### src/rtl/gf_pkg.sv
// Shared GF(2^N) definitions: default field degree, standard primitive
// polynomials and the divider state encoding.
package gf_pkg;

  localparam int GF_N = 8;
  localparam logic [8:0] GF_PRIM_RS  = 9'h11D;
  localparam logic [8:0] GF_PRIM_AES = 9'h11B;
  localparam int GF_CNT_W = $clog2(GF_N);

  typedef enum logic [1:0] {
    IDLE = 2'd0,
    RUN  = 2'd1,
    ZERO = 2'd2,
    DONE = 2'd3
  } gf_state_e;

endpackage

### src/rtl/gf_div_seq_if.sv
// Request/response bundle of the sequential GF divider.
interface gf_div_seq_if #(
  parameter int N = 8
);

  // Handshake: start is a request taken only while busy is low; operands are
  // sampled on that edge. busy stays high until the edge that raises done, a
  // one-cycle pulse from which out/div_by_zero are valid and then held.
  logic         start;
  logic [N-1:0] a;
  logic [N-1:0] b;
  logic [N:0]   prim;
  logic         busy;
  logic         done;
  logic [N-1:0] out;
  logic         div_by_zero;

  modport master (
    output start, a, b, prim,
    input  busy, done, out, div_by_zero
  );

  modport slave (
    input  start, a, b, prim,
    output busy, done, out, div_by_zero
  );

endinterface

### src/rtl/gf_mulred.sv
// Combinational N x N carry-less multiply followed by MSB-first reduction
// modulo prim; the result is the low N bits of the reduced product.
module gf_mulred #(
  parameter int N = 8
) (
  input  logic [N-1:0] a,
  input  logic [N-1:0] b,
  input  logic [N:0]   prim,
  output logic [N-1:0] out
);

  logic [2*N-2:0] prod;

  always_comb begin
    prod = '0;
    for (int i = 0; i < N; i++) begin
      if (b[i]) prod = prod ^ ({{(N-1){1'b0}}, a} << i);
    end
    // Clearing bit j with prim's leading 1 can only set lower bits, so a
    // single descending pass leaves a fully reduced value.
    for (int j = 2*N-2; j >= N; j--) begin
      if (prod[j]) prod = prod ^ ({{(N-2){1'b0}}, prim} << (j-N));
    end
    out = prod[N-1:0];
  end

endmodule

### src/rtl/gf_div_seq.sv
// Sequential GF(2^N) divider: out = a * b^(2^N-2) mod prim by square-and-multiply.
// Define GF_DIV_UNIT_SHORTCUT_EN to send b==1 straight to DONE with out=a.
module gf_div_seq
  import gf_pkg::*;
#(
  parameter int         N            = GF_N,
  parameter logic [N:0] PRIM_DEFAULT = (N+1)'(GF_PRIM_RS)
) (
  input  logic       clk,
  input  logic       rst,
  gf_div_seq_if.slave bus,
  output gf_state_e  dbg_state
);

  localparam int CNT_W = (N > 2) ? $clog2(N) : 1;

  if (PRIM_DEFAULT[N] != 1'b1) begin : g_bad_prim
    $error("PRIM_DEFAULT must have its degree-N bit set");
  end

  gf_state_e        state, state_n;
  logic [N-1:0]     acc, sq, sq2, prod;
  logic [N:0]       prim_r;
  logic [CNT_W-1:0] cnt;
  logic             dz_stage;
  logic             done_r, dz_r;
  logic [N-1:0]     out_r;
  logic             accept;

  gf_mulred #(.N(N)) u_square (
    .a    (sq),
    .b    (sq),
    .prim (prim_r),
    .out  (sq2)
  );

  // Multiplies by the freshly squared value, so iteration k folds in b^(2^(k+1)).
  gf_mulred #(.N(N)) u_accum (
    .a    (acc),
    .b    (sq2),
    .prim (prim_r),
    .out  (prod)
  );

  assign accept = (state == IDLE) && bus.start;

  always_ff @(posedge clk or posedge rst) begin
    if (rst) state <= IDLE;
    else     state <= state_n;
  end

  always_comb begin
    state_n = state;
    case (state)
      IDLE: begin
        if (bus.start) begin
          if (bus.b == '0) state_n = ZERO;
`ifdef GF_DIV_UNIT_SHORTCUT_EN
          else if (bus.b == N'(1)) state_n = DONE;
`endif
          else state_n = RUN;
        end
      end
      RUN:     if (cnt == CNT_W'(N-2)) state_n = DONE;
      ZERO:    state_n = DONE;
      DONE:    state_n = IDLE;
      default: state_n = IDLE;
    endcase
  end

  always_ff @(posedge clk or posedge rst) begin
    if (rst) begin
      acc      <= '0;
      sq       <= '0;
      prim_r   <= '0;
      cnt      <= '0;
      dz_stage <= 1'b0;
      done_r   <= 1'b0;
      dz_r     <= 1'b0;
      out_r    <= '0;
    end else begin
      done_r <= (state == DONE);
      case (state)
        IDLE: begin
          if (accept) begin
            acc      <= bus.a;
            sq       <= bus.b;
            prim_r   <= bus.prim;
            cnt      <= '0;
            dz_stage <= 1'b0;
          end
        end
        RUN: begin
          sq  <= sq2;
          acc <= prod;
          cnt <= cnt + 1'b1;
        end
        ZERO: begin
          acc      <= '0;
          dz_stage <= 1'b1;
        end
        DONE: begin
          out_r <= acc;
          dz_r  <= dz_stage;
        end
        default: ;
      endcase
    end
  end

  assign bus.busy        = (state != IDLE);
  assign bus.done        = done_r;
  assign bus.out         = out_r;
  assign bus.div_by_zero = dz_r;
  assign dbg_state       = state;

endmodule

### src/flat_wrapper.sv
// flat-port wrapper written by rule: the top's interface ports become plain ports
module gf_div_seq_flat import gf_pkg::*;
#(
  parameter int         N            = GF_N,
  parameter logic [N:0] PRIM_DEFAULT = (N+1)'(GF_PRIM_RS)
)
  (clk, rst, dbg_state, bus_start, bus_a, bus_b, bus_prim, bus_busy, bus_done, bus_out, bus_div_by_zero);
  gf_div_seq_if #(.N(N)) bus_i ();
  input  logic clk;
  input  logic rst;
  output gf_state_e dbg_state;
  input wire logic [$bits(bus_i.start)-1:0] bus_start;
  input wire logic [$bits(bus_i.a)-1:0] bus_a;
  input wire logic [$bits(bus_i.b)-1:0] bus_b;
  input wire logic [$bits(bus_i.prim)-1:0] bus_prim;
  output wire logic [$bits(bus_i.busy)-1:0] bus_busy;
  output wire logic [$bits(bus_i.done)-1:0] bus_done;
  output wire logic [$bits(bus_i.out)-1:0] bus_out;
  output wire logic [$bits(bus_i.div_by_zero)-1:0] bus_div_by_zero;
  assign bus_i.start = bus_start;
  assign bus_i.a = bus_a;
  assign bus_i.b = bus_b;
  assign bus_i.prim = bus_prim;
  assign bus_busy = bus_i.busy;
  assign bus_done = bus_i.done;
  assign bus_out = bus_i.out;
  assign bus_div_by_zero = bus_i.div_by_zero;
  gf_div_seq #(.N(N), .PRIM_DEFAULT(PRIM_DEFAULT)) u_core (.clk(clk), .rst(rst), .bus(bus_i), .dbg_state(dbg_state));
endmodule
### config.mk
export PLATFORM = sky130hd
export DESIGN_NAME = gf_div_seq_flat
export DESIGN_NICKNAME = d
export VERILOG_FILES = /design/src/rtl/gf_pkg.sv /design/src/rtl/gf_div_seq_if.sv /design/src/rtl/gf_mulred.sv /design/src/rtl/gf_div_seq.sv /design/src/flat_wrapper.sv
export SDC_FILE = /design/constraint.sdc
export NUM_CORES = 1
export LEC_CHECK = 0
export ABC_CLOCK_PERIOD_IN_PS = 5450
export CORE_ASPECT_RATIO = 0.5
export CORE_UTILIZATION = 50
export DETAILED_ROUTE_END_ITERATION = 6
export PLACE_DENSITY_LB_ADDON = 0.05
export SYNTH_ARGS = -nofsm -noshare
export SYNTH_HDL_FRONTEND = slang
export SYNTH_SLANG_ARGS = --single-unit
### constraint.sdc
create_clock -name clk -period 5.45 [get_ports clk]
set_input_delay 1.09 -clock clk [delete_from_list [all_inputs] [get_ports clk]]
set_output_delay 1.09 -clock clk [all_outputs]
set_load 0.02 [all_outputs]
==> impl_metrics.yaml <==
outcome:
  outcome: "finished with violations"
  violations: "negative setup slack"
sta:
  fin_crit_ns: 5.80
  fmax_ghz: 0.173
  whs_ns: 0.513
  max-slew-margin-rel: 0.128
  hold_viol: 0
  setup_slack_ns: -0.345
  finClkSkew_ns: 0.00300
  tns_ns: -2.32
  worst_pin_slew_ns: 1.30
  slew_violations: 0
  rsz0062_at_grt: "true"
  finalCritPeriodShare: 1.06
  setup-violations-final: 8
job:
  max_cap_violations: 0
finish:
  num_antenna_cells: 0
  seqCellArea_um2: 1010
  mostFrequentLayoutCells: "buf_4 (129), nand2_1 (113), xnor2_1 (66)"
  final_layout_size_suffix_gt1_frac: 0.319
  multiInputGateArea_um2: 4370
  mostFrequentLayoutCell: "buf_4"
  nets: 820
  syn2layout_area_growth_pct: 38.0
  nFillCells: 723
  finalInstanceArea_um2: 7220
floorplanning:
  dieWidth_um: 147
  dieArea_um2: 10900
  die_y_um: 74.3
  num_io_pins: 41
  initial_utilization: 0.534
  core_area_um2: 9790
  row_count: 25
global_routing:
  grt_max_degree: 41
  grt.overflow.total: 0
  first_global_vias: 5154
  gr-usage-met2: 0.503
  gr-usage-met3: 0.0613
  use_met1: 0.431
  grt_pass1_wl_um: 26300
  grt_usage: 0.309
  antenna_found_initial: 0
  grt_busiest_layer: "met2"
synth:
  synth_nets: 697
  synth.distinct_cells: 76
  synth_cells: 663
  netlist_area_um2: 5230
  synth_edf_count: 0
  yosys_warnings: 0
  async_flop_share: 1.00
  ys.flop_type: "dfrtp_1"
  ys_ff_latch: 40
  ys_seq_area_frac: 0.191
  syn_area_per_cell_um2: 7.89
clock_tree:
  h-tree-depth: 2
  clk_pin_slew_ns: 0.06
  insertion_delay_ns: 0.29
  cts_buffer_depth: 2
  cts_tree: "yes"
  cts_sinks: 40
  cts_buffers: 5
  cts_root_buffer: "clkbuf_16"
  cts_hold_buf: 0
worst_setup_path:
  cp.arrival_ns: 5.97
  crit_path_top_delay_cell: "or4_4"
  critPathMaxFanout: 6
  cp-start-kind: "flop"
  cp-startpoint: "u_core.prim_r[6]$_DFFE_PP0P_"
  cp.buffers_inverters: 3
  cp.required_ns: 5.62
  path_class: "flop to flop"
  timing.rr.start: "u_core.prim_r[6]$_DFFE_PP0P_"
  cp-end-kind: "flop"
  crit_chain: "buf_6, and4b_1, a221o_1, o31ai_2, nand3_2, xor2_4, o211a_1, or4_4, and2_4, or4_4, and3_4, or2_4, buf_4, xnor2_1, xnor2_1, nor2_1, xor3_2, buf_4, o211a_4, o21ai_2, xnor3_1, a221o_1"
  cpLargestDelayFamily: "simple AND/OR/NAND/NOR gates"
  slowest_delay_ns: 0.53
detailed_routing:
  drc: 0
  first_pass_iters: 5
  viasPerCell: 5.82
  detail_route.wl_per_cell_um: 17.9
  drt-initial-drc-count: 386
  drt_wl_total_um: 16500
  antenna_left: 0
  vias: 5369
place:
  hpwlAfterDp_um: 11800
  dp_slack_ns: -0.377
  gp_congestion: 0.876
  io_buffer_count: 39
  dpl-instance-area_um2: 6490
worst_hold_path:
  min-delay-start: "u_core.bus.out[1]$_DFFE_PP0P_"
  worstHoldPathType: "flop to flop"
routing by layer:
layer,vias to the layer above,share of wire,routed length (um)
li1,2571,-,-
met1,2576,0.48,8010
met2,198,0.43,7110
met3,24,0.071,1170
met4,0,0.013,221
met5,-,0,0
Yosys cell counts (3+ instances only):
cell type | number | share of area
a211oi_1 | 15 | 0.022
a21boi_1 | 3 | 0.0043
a21oi_1 | 25 | 0.024
a221o_1 | 3 | 0.0057
a22oi_1 | 3 | 0.0043
a31oi_1 | 3 | 0.0036
a32oi_1 | 5 | 0.0084
and3_1 | 6 | 0.0072
and4_1 | 7 | 0.012
buf_2 | 9 | 0.0086
buf_6 | 4 | 0.0086
clkbuf_1 | 41 | 0.029
dfrtp_1 | 40 | 0.19
ha_1 | 6 | 0.014
inv_1 | 17 | 0.012
mux2_2 | 17 | 0.037
mux2i_1 | 6 | 0.011
nand2_1 | 116 | 0.083
nand2b_1 | 9 | 0.011
nand3_1 | 12 | 0.011
nand3b_1 | 3 | 0.0043
nor2_1 | 19 | 0.014
nor2b_1 | 10 | 0.012
nor3_1 | 3 | 0.0029
nor3b_1 | 12 | 0.017
nor4_1 | 11 | 0.013
o211a_1 | 4 | 0.0077
o211ai_1 | 9 | 0.013
o21ai_0 | 46 | 0.044
o21ai_1 | 16 | 0.015
o22a_1 | 7 | 0.012
o22ai_1 | 3 | 0.0036
o31ai_1 | 5 | 0.0072
or2_1 | 3 | 0.0036
or2_2 | 3 | 0.0036
or3_1 | 3 | 0.0036
xnor2_1 | 72 | 0.12
xnor3_1 | 12 | 0.052
xor2_1 | 26 | 0.044
kinds of logic (layout without fill, tap and decap cells):
kind of cell | Yosys count | after routing | synth area share
compound gates | 172 | 172 | 0.223
xor+xnor | 115 | 115 | 0.236
fa+ha+maj | 6 | 6 | 0.0143
buf+inv | 76 | 200 | 0.0638
flops | 40 | 40 | 0.191
mux | 23 | 23 | 0.0481
simple gates | 231 | 231 | 0.224
registers in the layout, indices dropped and copies added (netlist names):
name                    flops
u_core.dz_stage             1
u_core.acc                  8
u_core.dbg_state            2
u_core.sq                   8
u_core.bus.done             1
u_core.cnt                  3
u_core.bus.div_by_zero      1
u_core.bus.out              8
u_core.prim_r               8
per-stage QoR:
stage,util,instances
after floorplan,-,663
after global placement,0.663,891
after detailed placement,0.663,891
after CTS,0.708,913
after global routing,0.738,922
final,0.738,922
repair_timing:
action	CTS	global route
gates cloned	0	0
resized for setup	37	37
pin swaps	24	14
setup endpoints to repair	8	8
setup buffers	14	10
area by class of cell:
type                            count  area share
Clock inverter                      3     0.00658
Clock buffer                        5      0.0173
Multi-Input combinational cell    547       0.605
Sequential cell                    40       0.139
Tap cell                          135      0.0234
Timing Repair Buffer              174       0.199
Inverter                           18     0.00935
path summary, 6_finish.rpt:
path / end / slack [ns] / cells past startpoint
worst min-delay path: u_core.bus.out[1]$_DFFE_PP0P_ / 0.51 / 1
worst max register to register: u_core.acc[3]$_DFFE_PP0P_ / -0.35 / 22
min in group asynchronous: u_core.bus.div_by_zero$_DFFE_PP0P_ / 1.22 / 3
max in group asynchronous: u_core.prim_r[6]$_DFFE_PP0P_ / 3.84 / 3
worst max-delay path: u_core.acc[3]$_DFFE_PP0P_ / -0.35 / 22
worst min register to register: u_core.bus.out[1]$_DFFE_PP0P_ / 0.51 / 1
Power is left out: the tool's default activity adds up to more than one toggle a clock period on the data nets, which glitch-free logic cannot reach.
